`config.mk`:
```
export PLATFORM = sky130hd
export DESIGN_NAME = pipeline_fetch_stage_flat
export DESIGN_NICKNAME = d
export VERILOG_FILES = /design/src/rtl/cpu_pkg.sv /design/src/rtl/pipeline_fetch_stage_if.sv /design/src/rtl/pipeline_fetch_registers.sv /design/src/rtl/pipeline_fetch_stage.sv /design/src/flat_wrapper.sv
export SDC_FILE = /design/constraint.sdc
export NUM_CORES = 1
export LEC_CHECK = 0
export ABC_AREA = 1
export BUFFER_PORTS_ARGS = -buffer_cell sky130_fd_sc_hd__buf_2
export CORE_AREA = 2 2 95 97
export CTS_CLUSTER_SIZE = 10
export DETAILED_ROUTE_END_ITERATION = 16
export DIE_AREA = 0 0 97 99
export SKIP_CTS_REPAIR_TIMING = 1
export SYNTH_ARGS = -nofsm -noshare
export SYNTH_HDL_FRONTEND = slang
export SYNTH_SLANG_ARGS = --single-unit
```
`constraint.sdc`:
```
create_clock -name i_clock -period 2.5 [get_ports i_clock]
set_input_delay 0.125 -clock i_clock [delete_from_list [all_inputs] [get_ports i_clock]]
set_output_delay 0.125 -clock i_clock [all_outputs]
set_load 0.03 [all_outputs]
```
`src/rtl/cpu_pkg.sv`:
```
// cpu_pkg: shared constants and fetch FSM state type for the fetch stage
package cpu_pkg;
    localparam int PC_W_DEFAULT = 16;
    localparam int INSTR_W_DEFAULT = 16;
    localparam logic [INSTR_W_DEFAULT-1:0] NOP_INSTR = '0;
    typedef enum logic [1:0] {IDLE, WAIT, HOLD, DISCARD} fetch_state_t;
endpackage

```
`src/rtl/pipeline_fetch_stage_if.sv`:
```
// pipeline_fetch_stage_if: instruction-memory req/ack bus between fetch stage and imem
interface pipeline_fetch_stage_if #(
    parameter int PC_W = 16,
    parameter int INSTR_W = 16
);
    logic               imem_req;
    logic [PC_W-1:0]    imem_adr;
    logic               imem_ack;
    logic [INSTR_W-1:0] imem_rdata;
    modport master(output imem_req, imem_adr, input imem_ack, imem_rdata);
    modport slave(input imem_req, imem_adr, output imem_ack, imem_rdata);
endinterface

```
`src/rtl/pipeline_fetch_registers.sv`:
```
// pipeline_fetch_registers: IF/ID register; reset > branch > flush > stall > load > bubble
module pipeline_fetch_registers
    import cpu_pkg::*;
#(
    parameter int PC_W = PC_W_DEFAULT,
    parameter int INSTR_W = INSTR_W_DEFAULT
) (
    input  logic               i_clock,
    input  logic               i_reset,
    input  logic               i_branch,
    input  logic               i_flush,
    input  logic               i_stall,
    input  logic               i_load,
    input  logic [INSTR_W-1:0] i_instr,
    input  logic [PC_W-1:0]    i_pc,
    output logic [INSTR_W-1:0] o_instr,
    output logic [PC_W-1:0]    o_pc,
    output logic               o_valid
);
    logic [INSTR_W-1:0] r_instr;
    logic [PC_W-1:0]    r_pc;
    logic               r_valid;
    always_ff @(posedge i_clock) begin
        if (i_reset || i_branch || i_flush || (!i_stall && !i_load)) begin
            r_instr <= INSTR_W'(NOP_INSTR);
            r_pc    <= '0;
            r_valid <= 1'b0;
        end else if (!i_stall) begin
            r_instr <= i_instr;
            r_pc    <= i_pc;
            r_valid <= 1'b1;
        end
    end
    assign o_instr = r_instr;
    assign o_pc    = r_pc;
    assign o_valid = r_valid;
endmodule

```
`src/rtl/pipeline_fetch_stage.sv`:
```
// pipeline_fetch_stage: PC, imem req/ack FSM, skid buffer and IF/ID register.
// FETCH_PERF_CNT_EN enables the saturating stall-cycle counter; otherwise it reads 0.
module pipeline_fetch_stage
    import cpu_pkg::*;
#(
    parameter int PC_W = PC_W_DEFAULT,
    parameter int INSTR_W = INSTR_W_DEFAULT,
    parameter logic [PC_W-1:0] RESET_PC = '0
) (
    input  logic                   i_clock,
    input  logic                   i_reset,
    input  logic                   i_stall_d,
    input  logic                   i_flush_d,
    input  logic                   i_branch_taken_e,
    input  logic [PC_W-1:0]        i_branch_target_e,
    pipeline_fetch_stage_if.master imem,
    output logic [INSTR_W-1:0]     o_instr_d,
    output logic [PC_W-1:0]        o_pc_d,
    output logic                   o_valid_d,
    output logic [15:0]            o_stall_cycles
);
    fetch_state_t       r_state, w_next_state;
    logic [PC_W-1:0]    r_pc_f, w_pc_next;
    logic [INSTR_W-1:0] r_skid, w_load_instr;
    logic               w_load, w_skid_load;
    always_ff @(posedge i_clock) begin
        if (i_reset) begin
            r_state <= IDLE;
            r_pc_f  <= RESET_PC;
        end else begin
            r_state <= w_next_state;
            r_pc_f  <= w_pc_next;
        end
    end
    always_ff @(posedge i_clock)
        if (w_skid_load) r_skid <= imem.imem_rdata;
    // A branch always wins; an ack is only consumed in WAIT (stale acks in DISCARD are dropped)
    always_comb begin
        w_next_state = r_state;
        w_pc_next    = r_pc_f;
        w_load       = 1'b0;
        w_load_instr = imem.imem_rdata;
        w_skid_load  = 1'b0;
        case (r_state)
            IDLE: w_next_state = WAIT;
            WAIT: begin
                if (i_branch_taken_e) begin
                    w_pc_next    = i_branch_target_e;
                    w_next_state = imem.imem_ack ? WAIT : DISCARD;
                end else if (imem.imem_ack && i_stall_d) begin
                    w_skid_load  = 1'b1;
                    w_next_state = HOLD;
                end else if (imem.imem_ack) begin
                    w_load    = 1'b1;
                    w_pc_next = r_pc_f + PC_W'(1);
                end
            end
            HOLD: begin
                if (i_branch_taken_e) begin
                    w_pc_next    = i_branch_target_e;
                    w_next_state = WAIT;
                end else if (!i_stall_d) begin
                    w_load       = 1'b1;
                    w_load_instr = r_skid;
                    w_pc_next    = r_pc_f + PC_W'(1);
                    w_next_state = WAIT;
                end
            end
            DISCARD: begin
                w_pc_next    = i_branch_taken_e ? i_branch_target_e : r_pc_f;
                w_next_state = imem.imem_ack ? WAIT : DISCARD;
            end
            default: w_next_state = IDLE;
        endcase
    end
    assign imem.imem_req = (r_state == WAIT);
    assign imem.imem_adr = r_pc_f;
    pipeline_fetch_registers #(.PC_W(PC_W), .INSTR_W(INSTR_W)) u_if_id (
        .i_clock (i_clock),
        .i_reset (i_reset),
        .i_branch(i_branch_taken_e),
        .i_flush (i_flush_d),
        .i_stall (i_stall_d),
        .i_load  (w_load),
        .i_instr (w_load_instr),
        .i_pc    (r_pc_f),
        .o_instr (o_instr_d),
        .o_pc    (o_pc_d),
        .o_valid (o_valid_d)
    );
`ifdef FETCH_PERF_CNT_EN
    logic [15:0] r_stall_cycles;
    always_ff @(posedge i_clock) begin
        if (i_reset)
            r_stall_cycles <= '0;
        else if ((i_stall_d || (r_state == WAIT && !imem.imem_ack)) && r_stall_cycles != 16'hFFFF)
            r_stall_cycles <= r_stall_cycles + 16'd1;
    end
    assign o_stall_cycles = r_stall_cycles;
`else
    assign o_stall_cycles = '0;
`endif
endmodule

```
`src/flat_wrapper.sv`:
```
// flat-port wrapper written by rule: the top's interface ports become plain ports
module pipeline_fetch_stage_flat import cpu_pkg::*;
#(
    parameter int PC_W = PC_W_DEFAULT,
    parameter int INSTR_W = INSTR_W_DEFAULT,
    parameter logic [PC_W-1:0] RESET_PC = '0
)
  (i_clock, i_reset, i_stall_d, i_flush_d, i_branch_taken_e, i_branch_target_e, o_instr_d, o_pc_d, o_valid_d, o_stall_cycles, imem_imem_req, imem_imem_adr, imem_imem_ack, imem_imem_rdata);
  pipeline_fetch_stage_if #(.PC_W(PC_W), .INSTR_W(INSTR_W)) imem_i ();
  input  logic i_clock;
  input  logic i_reset;
  input  logic i_stall_d;
  input  logic i_flush_d;
  input  logic i_branch_taken_e;
  input  logic [PC_W-1:0] i_branch_target_e;
  output logic [INSTR_W-1:0] o_instr_d;
  output logic [PC_W-1:0] o_pc_d;
  output logic o_valid_d;
  output logic [15:0] o_stall_cycles;
  output wire logic [$bits(imem_i.imem_req)-1:0] imem_imem_req;
  output wire logic [$bits(imem_i.imem_adr)-1:0] imem_imem_adr;
  input wire logic [$bits(imem_i.imem_ack)-1:0] imem_imem_ack;
  input wire logic [$bits(imem_i.imem_rdata)-1:0] imem_imem_rdata;
  assign imem_imem_req = imem_i.imem_req;
  assign imem_imem_adr = imem_i.imem_adr;
  assign imem_i.imem_ack = imem_imem_ack;
  assign imem_i.imem_rdata = imem_imem_rdata;
  pipeline_fetch_stage #(.PC_W(PC_W), .INSTR_W(INSTR_W), .RESET_PC(RESET_PC)) u_core (.i_clock(i_clock), .i_reset(i_reset), .i_stall_d(i_stall_d), .i_flush_d(i_flush_d), .i_branch_taken_e(i_branch_taken_e), .i_branch_target_e(i_branch_target_e), .imem(imem_i), .o_instr_d(o_instr_d), .o_pc_d(o_pc_d), .o_valid_d(o_valid_d), .o_stall_cycles(o_stall_cycles));
endmodule
```
# Word-level counts from Yosys, hierarchy flattened
# Index checks and enable logic that the tools add are counted.
# Widths: inputs -> output; s select.
[op_classes]
eq_ne = 8
n_reduce_logical = 11
n_addsub = 1
mux = 24
[ops]
columns = ["cell", "count"]
rows = [
  ["$mux 16", 8],
  ["$pmux 16 s3", 1],
  ["$add 16x1->16 const B", 1],
  ["$mux 2", 5],
  ["$mux 1", 8],
  ["$pmux 2 s4", 1],
  ["$ne 3x2->1 const B", 2],
  ["$ne 3x3->1 const B", 2],
  ["$reduce_and 5->1", 1],
  ["$eq 2x2->1 const B", 2],
  ["$logic_or 1x1->1", 3],
  ["$reduce_bool 3->1", 1],
  ["$eq 2x1->1 const B", 1],
  ["$logic_and 1x1->1", 2],
  ["$logic_not 1->1", 2],
  ["$logic_not 2->1", 1],
  ["$ne 2x2->1 const B", 1],
  ["$pmux 1 s2", 1],
  ["$reduce_and 2->1", 1],
]
[word_totals]
output_inout_bits = 66
regBits = 67
in_bits = 38

# Depth between registers and ports, before layout
# Gate-level depths: netlist of run 1.
[depth]
ltp_word = 7
mapped_depth = 11
depth_no_buf = 10

# Hierarchy
# From an unflattened synthesis of run 1, not the netlist that was laid out.
[unflattened]
hier_cells = 518
hier_area_um2 = 3648.5
[modules_own_cells]
columns = ["module", "area_each_um2", "seq_area_each_um2", "cells_per_inst", "n_inst"]
rows = [
  ["pipeline_fetch_stage", 2144.6, 840.8, 275, 1],
  ["pipeline_fetch_registers", 1503.9, 660.6, 243, 1],
]

# Least setup slack after synthesis of run 1
# No wires, ideal clock.
[synth_timing]
path_type = "reg-to-reg"
start = "register u_core.r_state[0]"
end = "register u_core.r_skid[0] (enable)"
stages_incl_launch_ff = 4
t_required_ns = 2.112
t_arrival_ns = 1.652
path_buffers = 0
path_slack_ns = 0.459
setup_time_ns = 0.388
cell_sequence = "dfxtp_1 -> ha_1 -> nand2_1 -> nor2_1"
[synth_via]
elab_chain_len = 2
[synth_lines]
columns = ["item", "line_no", "text"]
rows = [
  ["start: declaration", "pipeline_fetch_stage.sv:22", "fetch_state_t r_state, w_next_state;"],
  ["start signal: assignment", "pipeline_fetch_stage.sv:31", "r_state <= w_next_state;"],
  ["$eq 2x1->1", "n/a", ""],
  ["named net imem_imem_req", "flat_wrapper.sv:20", "output wire logic [$bits(imem_i.imem_req)-1:0] imem_imem_req;"],
  ["$mux 1", "pipeline_fetch_stage.sv:44", "case (r_state)"],
  ["named net u_core.w_skid_load", "pipeline_fetch_stage.sv:25", "logic w_load, w_skid_load;"],
  ["end signal: assignment", "pipeline_fetch_stage.sv:36", "if (w_skid_load) r_skid <= imem.imem_rdata;"],
  ["end: declaration", "pipeline_fetch_stage.sv:24", "logic [INSTR_W-1:0] r_skid, w_load_instr;"],
]
# The timed path passes the listed nets, and every way through them passes these cells.
# A chain may end at the register's enable or synchronous reset.

# Worst setup path after layout of run 1
[layout_timing]
start = "register u_core.r_state[0]"
end = "register u_core.u_if_id.r_pc[11] (netlist: u_core.u_if_id.o_pc[11])"
[layout_via]
elab_chain_len = 5
elab_cells_between_ends = 6
[layout_lines]
columns = ["item", "line_no", "text"]
rows = [
  ["$eq 2x2->1 or $eq 2x1->1 (tied branches)", "pipeline_fetch_stage.sv:44", ""],
  ["$pmux 1 s2 *", "pipeline_fetch_stage.sv:44", ""],
  ["$logic_not 1->1 *", "pipeline_fetch_registers.sv:24", "if (i_reset || i_branch || i_flush || (!i_stall && !i_load)) begin"],
  ["$logic_and 1x1->1 *", "pipeline_fetch_registers.sv:24", ""],
  ["$logic_or 1x1->1 *", "pipeline_fetch_registers.sv:24", ""],
  ["end signal: assignment", "pipeline_fetch_registers.sv:30", "r_pc <= i_pc;"],
  ["end: declaration", "pipeline_fetch_registers.sv:21", "logic [PC_W-1:0] r_pc;"],
]
# Mark *: on every way between the ends. The rest lies on a longest branch, timed or not.

==> flow_summary.json, run 1 <==
{
  "cp.arrival_ns": 2.04,
  "pin_count": 104,
  "p_per_area_mw_per_mm2": 672,
  "worst_ep_required_time_ns": 2.76,
  "ys_seq_area_share_pct": 45.2,
  "syn_area_mm2": 0.00332,
  "async_flop_share_pct": 0,
  "avgSynthCellArea_um2": 7.63,
  "clock-root-buffer": "clkbuf_8",
  "grt_pass1_vias": 2868,
  "die_w_um": 97,
  "drv_slew": 0,
  "setup_viol": 0,
  "p_leak_nw": 1.74,
  "grt_pass1_wl_um": 13900,
  "relSlewSlack_pct": 55.2,
  "clk_pin_slew_ns": 0.08,
  "synth-seq-cells": 67,
  "antenna_found_initial": 0,
  "reg2reg_depth": 7,
  "path_cells": "ha_1 > nand2_1 > nand2_1 > inv_1 > o21ai_2 > nand2_2 > a21oi_1",
  "min_period_over_period_pct": 71.2,
  "drive_gt1_share_pct": 26.1,
  "fin_worst_skew_ns": 0.0120,
  "antennaDiodeCount": 0,
  "die_area_mm2": 0.00960,
  "critPathMaxStageDelay_ns": 0.39,
  "crit_type": "flip-flop to flip-flop",
  "yosysUniqueCellTypes": 34,
  "synth_cells": 435,
  "hpwl_um": 6090,
  "syn_to_final_growth_pct": 23.2,
  "ys.flop_type": "dfxtp_1",
  "worstSetupPathDepth": 7,
  "path_delay_family": "simple AND/OR/NAND/NOR gates",
  "synth_top_area_cell": "dfxtp_1",
  "synth.area.top_cells": "dfxtp_1 (31%), edfxtp_1 (14%), nor2_1 (10%), nand2_1 (7.7%), a21oi_1 (6.3%)",
  "synth_common_cells": "nor2_1 (89), nand2_1 (68), dfxtp_1 (51), a21oi_1 (42), o21ai_0 (37)",
  "final_nets": 574,
  "drt_iter0_markers": 118,
  "synth_top_area_share_pct": 30.8,
  "drt-total-wl_um": 8690,
  "grt_usage_pct": 18.0,
  "max_cap_viol_count": 0,
  "hp-class": "primary input to flip-flop",
  "clock-sinks": 67,
  "die_h_um": 99,
  "worstHoldPathCells": 2,
  "vias_per_cell": 4.89,
  "worstSetupEndpointType": "flip-flop",
  "detail-route-antenna-nets": 0,
  "synth_edf_count": 16,
  "peakVddDrop_mv": 0.312,
  "fin_crit_ns": 1.78,
  "fin_setup_tns_ns": 0,
  "dr.pass1.iters": 4,
  "worst_pin_slew_ns": 0.669,
  "worstSkewPairLatency_ns": 0.35,
  "yosysMostFrequentCell": "nor2_1",
  "whs_ns": 0.114,
  "wl_per_cell_um": 13.5,
  "path_buf_inv": 1,
  "initial_core_util_pct": 38.8,
  "grt_max_degree": 39,
  "grt-ovfl-total": 0,
  "core_mm2": 0.00855,
  "fin_util_pct": 47.8,
  "place.gp.congestion": 0.944,
  "finalHoldViolCount": 0,
  "rsz0062_at_grt": "false",
  "h-tree-depth": 3,
  "crit_fanout": 33,
  "ys_warn_count": 0,
  "vias": 3154,
  "critPathLaunchType": "flip-flop",
  "clk_path_buf_depth": 2,
  "row_count": 34,
  "critical_path.slowest_cell": "nand2_2",
  "outcome": "complete, no violations",
  "drc": 0,
  "cts_tree": "yes",
  "port_buffers": 87,
  "numCtsBuffers": 9,
  "crit_top_cell": "nand2_1",
  "fmax_ghz": 0.562
}
-- layout by cell type, fill, tap and decap left out, types with 3 or more instances in the layout --
| cell | count |
|---|---|
| nand3_1 | 16 |
| edfxtp_1 | 16 |
| clkbuf_8 | 9 |
| inv_2 | 5 |
| nand4_1 | 3 |
| o21ai_1 | 11 |
| conb_1 | 16 |
| buf_2 | 87 |
| a21oi_2 | 10 |
| nand2_1 | 68 |
| dlygate4sd3_1 | 16 |
| dfxtp_1 | 51 |
| inv_1 | 20 |
| buf_4 | 5 |
| nor2_1 | 89 |
| o21ai_2 | 5 |
| o21ai_0 | 37 |
| nand2_2 | 6 |
| ha_1 | 4 |
| a21oi_1 | 42 |
-- area by class of cell --
| class | count | area, µm² |
|---|---|---|
| multi-input combinational | 319 | 1510 |
| inverter | 27 | 104 |
| clock inverter | 7 | 76.3 |
| timing repair buffer | 108 | 633 |
| fill | 884 | 4460 |
| sequential | 67 | 1500 |
| clock buffer | 9 | 124 |
| tap | 108 | 135 |
-- metal layers --
layer  global-route usage [%]  up-vias  share of wire [%]
li1                         -     1594                  -
met1                     23.0     1432                 43
met2                     29.3      115                 48
met3                     5.46       13                6.9
met4                     5.74        0                1.4
met5                        0        -                  0
-- power breakdown --
part	switching, mW	leakage (nW)	internal, mW	total (mW)
Clock	0.456	0.0962	0.467	0.924
Sequential	0.0660	0.559	1.16	1.23
Combinational	0.408	1.09	0.188	0.596
Total	0.930	1.74	1.82	2.75
-- worst paths after layout --
check	endpoint	slack, ns	startpoint
max	u_core.u_if_id.o_pc[11]	0.72	u_core.r_state[0]
min	u_core.imem.imem_adr[6]	0.11	i_reset
max reg2reg	u_core.u_if_id.o_pc[11]	0.72	u_core.r_state[0]
min reg2reg	u_core.u_if_id.o_pc[10]	0.47	u_core.u_if_id.o_pc[10]
-- kinds of logic after synthesis --
| kind of cell | count (synthesis) | synth area share [%] |
|---|---|---|
| AO/OA/AOI/OAI | 109 | 18.3 |
| adder cells (fa/ha/maj) | 4 | 1.51 |
| buffers and inverters | 64 | 10.9 |
| flip-flops | 67 | 45.2 |
| other | 1 | 0.113 |
| AND/OR/NAND/NOR | 190 | 23.9 |
-- flip-flops by register name (all words and copies together) (netlist names) --
name	count
u_core.u_if_id.o_valid	1
u_core.u_if_id.o_instr	16
u_core.r_skid	16
u_core.imem.imem_adr	16
u_core.u_if_id.o_pc	16
u_core.r_state	2
-- metrics by stage --
step           area (µm²)  power [mW]  worst slack (ns)  std cells
4_1_cts              3930        2.76             0.705        629
6_report             4090        2.75             0.721        645
5_1_grt              4090        2.90             0.480        645
3_3_place_gp         3730        1.83             0.787        613
2_1_floorplan        3370        1.71             0.459        450
3_5_place_dp         3730        1.83             0.724        613
No activity file was read; power rests on OpenSTA's default activity.
==> run 2: changes to the inputs <==
- clock period: 2.5 -> 1.7 ns (I/O delays scaled with it)
==> run 2 against run 1 <==
Hold slack worse by 0.031 ns. Utilization is 1.7 points higher. Sequential share of layout area is 1.2 points lower. Critical path depth is 3 higher. Wire length is 0.12% lower. First-iteration DRC count is 10% lower.
==> flow_summary.json, run 2 (synthesis results as in run 1) <==
{
  "grt_max_degree": 34,
  "initial_core_util_pct": 38.8,
  "peakVddDrop_mv": 0.510,
  "vias": 3146,
  "clock-sinks": 67,
  "die_h_um": 99,
  "grt.met1_usage_pct": 22.5,
  "min_period_over_period_pct": 91.1,
  "antenna_found_initial": 0,
  "setup_viol": 0,
  "grt-ovfl-total": 0,
  "detail-route-antenna-nets": 0,
  "drt-total-wl_um": 8680,
  "cp.arrival_ns": 1.78,
  "finalHoldViolCount": 0,
  "pin_count": 104,
  "crit_top_cell": "nand2_1",
  "power.internal_mw": 2.86,
  "drt_iter0_markers": 106,
  "dr.pass1.iters": 4,
  "core_mm2": 0.00855,
  "syn_to_final_growth_pct": 27.5,
  "critPathMaxStageDelay_ns": 0.37,
  "post-layout-total-power_mw": 4.22,
  "fin_worst_skew_ns": 0.0101,
  "outcome": "complete, no violations",
  "row_count": 34,
  "reg2reg_depth": 10,
  "critPathLaunchType": "flip-flop",
  "drive_gt1_share_pct": 27.9,
  "place.gp.congestion": 0.923,
  "grt_pass1_wl_um": 14200,
  "antennaDiodeCount": 0,
  "worstHoldPathCells": 2,
  "rsz0062_at_grt": "true",
  "vias_per_cell": 4.82,
  "clockPowerShare_pct": 35.2,
  "cts_tree": "yes",
  "grt.busiest_layer": "met2",
  "final_common_cell": "nor2_1",
  "most-common-layout-cells": "nor2_1 (88), buf_2 (87), nand2_1 (68), dfxtp_1 (49), a21oi_1 (42)",
  "drc": 0,
  "seq_power_share_pct": 42.7,
  "crit_type": "flip-flop to flip-flop",
  "h-tree-depth": 3,
  "clock-root-buffer": "clkbuf_8",
  "p_leak_nw": 1.81,
  "final_nets": 582,
  "fin_crit_ns": 1.55,
  "wl_per_cell_um": 13.3,
  "clk_path_buf_depth": 2,
  "drv_slew": 0,
  "numCtsBuffers": 9,
  "port_buffers": 87,
  "hpwl_um": 6280,
  "worst_ep_required_time_ns": 1.93,
  "comb_power_share_pct": 22.1,
  "p_per_area_mw_per_mm2": 999,
  "hp-class": "primary input to flip-flop",
  "power.switching_mw": 1.36,
  "max_cap_viol_count": 0,
  "whs_ns": 0.0826,
  "grt_usage_pct": 18.2,
  "worstSetupEndpointType": "flip-flop",
  "worstSkewPairLatency_ns": 0.34,
  "grt_pass1_vias": 2979,
  "die_w_um": 97,
  "n_fill_cell": 854,
  "critical_path.slowest_cell": "dfxtp_2",
  "path_cells": "inv_1 > ha_1 > inv_2 > nand2_1 > nand3_2 > nand3_4 > inv_6 > nand3_1 > nand2_1 > nor2_1",
  "die_area_mm2": 0.00960,
  "crit_fanout": 17,
  "use_met2_pct": 30.7,
  "gr-usage-met3_pct": 4.96,
  "switching_share_pct": 32.3,
  "clk_pin_slew_ns": 0.08,
  "fmax_ghz": 0.645
}
==> run 2: cell count changes in the layout (fill, tap and decap cells not counted), sizes merged <==
cell,previous run,this run
buf,92,100
bufinv,1,2
clkinvlp,2,1
==> run 2: worst max-delay path, delay by kind of cell, from the launching register on <==
kind                       cells  cell delay, ns
adders and majority gates      1            0.22
DFF                            1            0.37
buffers and inverters          3            0.32
and+or+nand+nor                6            0.54
==> run 2: layout make-up <==
class	count	area (µm²)	area share, %
inverters	27	106	2.51
repair buffers	116	734	17.4
multi-input cells	319	1530	36.1
well taps	108	135	3.19
clock inverters	7	98.8	2.34
flip-flops and latches	67	1500	35.6
clock buffers	9	124	2.93
==> run 2: metal layers <==
layer | wire, µm | vias up
met5 | 0 | -
met4 | 218 | 0
met3 | 435 | 18
met2 | 4100 | 86
met1 | 3920 | 1434
li1 | - | 1608
==> run 2: path summary, 6_finish.rpt <==
path	start	endpoint	slack, ns
max reg2reg	u_core.r_state[0]	u_core.imem.imem_adr[9]	0.15
min	i_reset	u_core.imem.imem_adr[7]	0.08
max	u_core.r_state[0]	u_core.imem.imem_adr[9]	0.15
min reg2reg	u_core.u_if_id.o_pc[11]	u_core.u_if_id.o_pc[11]	0.47
==> run 2: power groups by stage <==
stage               Combinational, mW  Sequential, mW  Clock [mW]
floorplan                       0.580            1.94           0
global placement                0.888            1.84           0
global route                     1.04            1.81        1.60
finish                          0.935            1.80        1.49
CTS                             0.903            1.80        1.54
detailed placement              0.898            1.84           0
==> run 2: through the flow <==
step | util [%] | instance area, µm² | instances | TNS (ns) | setup WS, ns
after detailed placement | 44.8 | 3830 | 621 | 0 | 0.0381
after CTS | 47.4 | 4050 | 637 | 0 | 0.0168
after floorplan | - | 3380 | 450 | -0.355 | -0.0636
after global placement | 44.8 | 3830 | 621 | 0 | 0.0944
after global routing | 49.5 | 4230 | 653 | -0.0353 | -0.0314
final | 49.5 | 4230 | 653 | 0 | 0.151
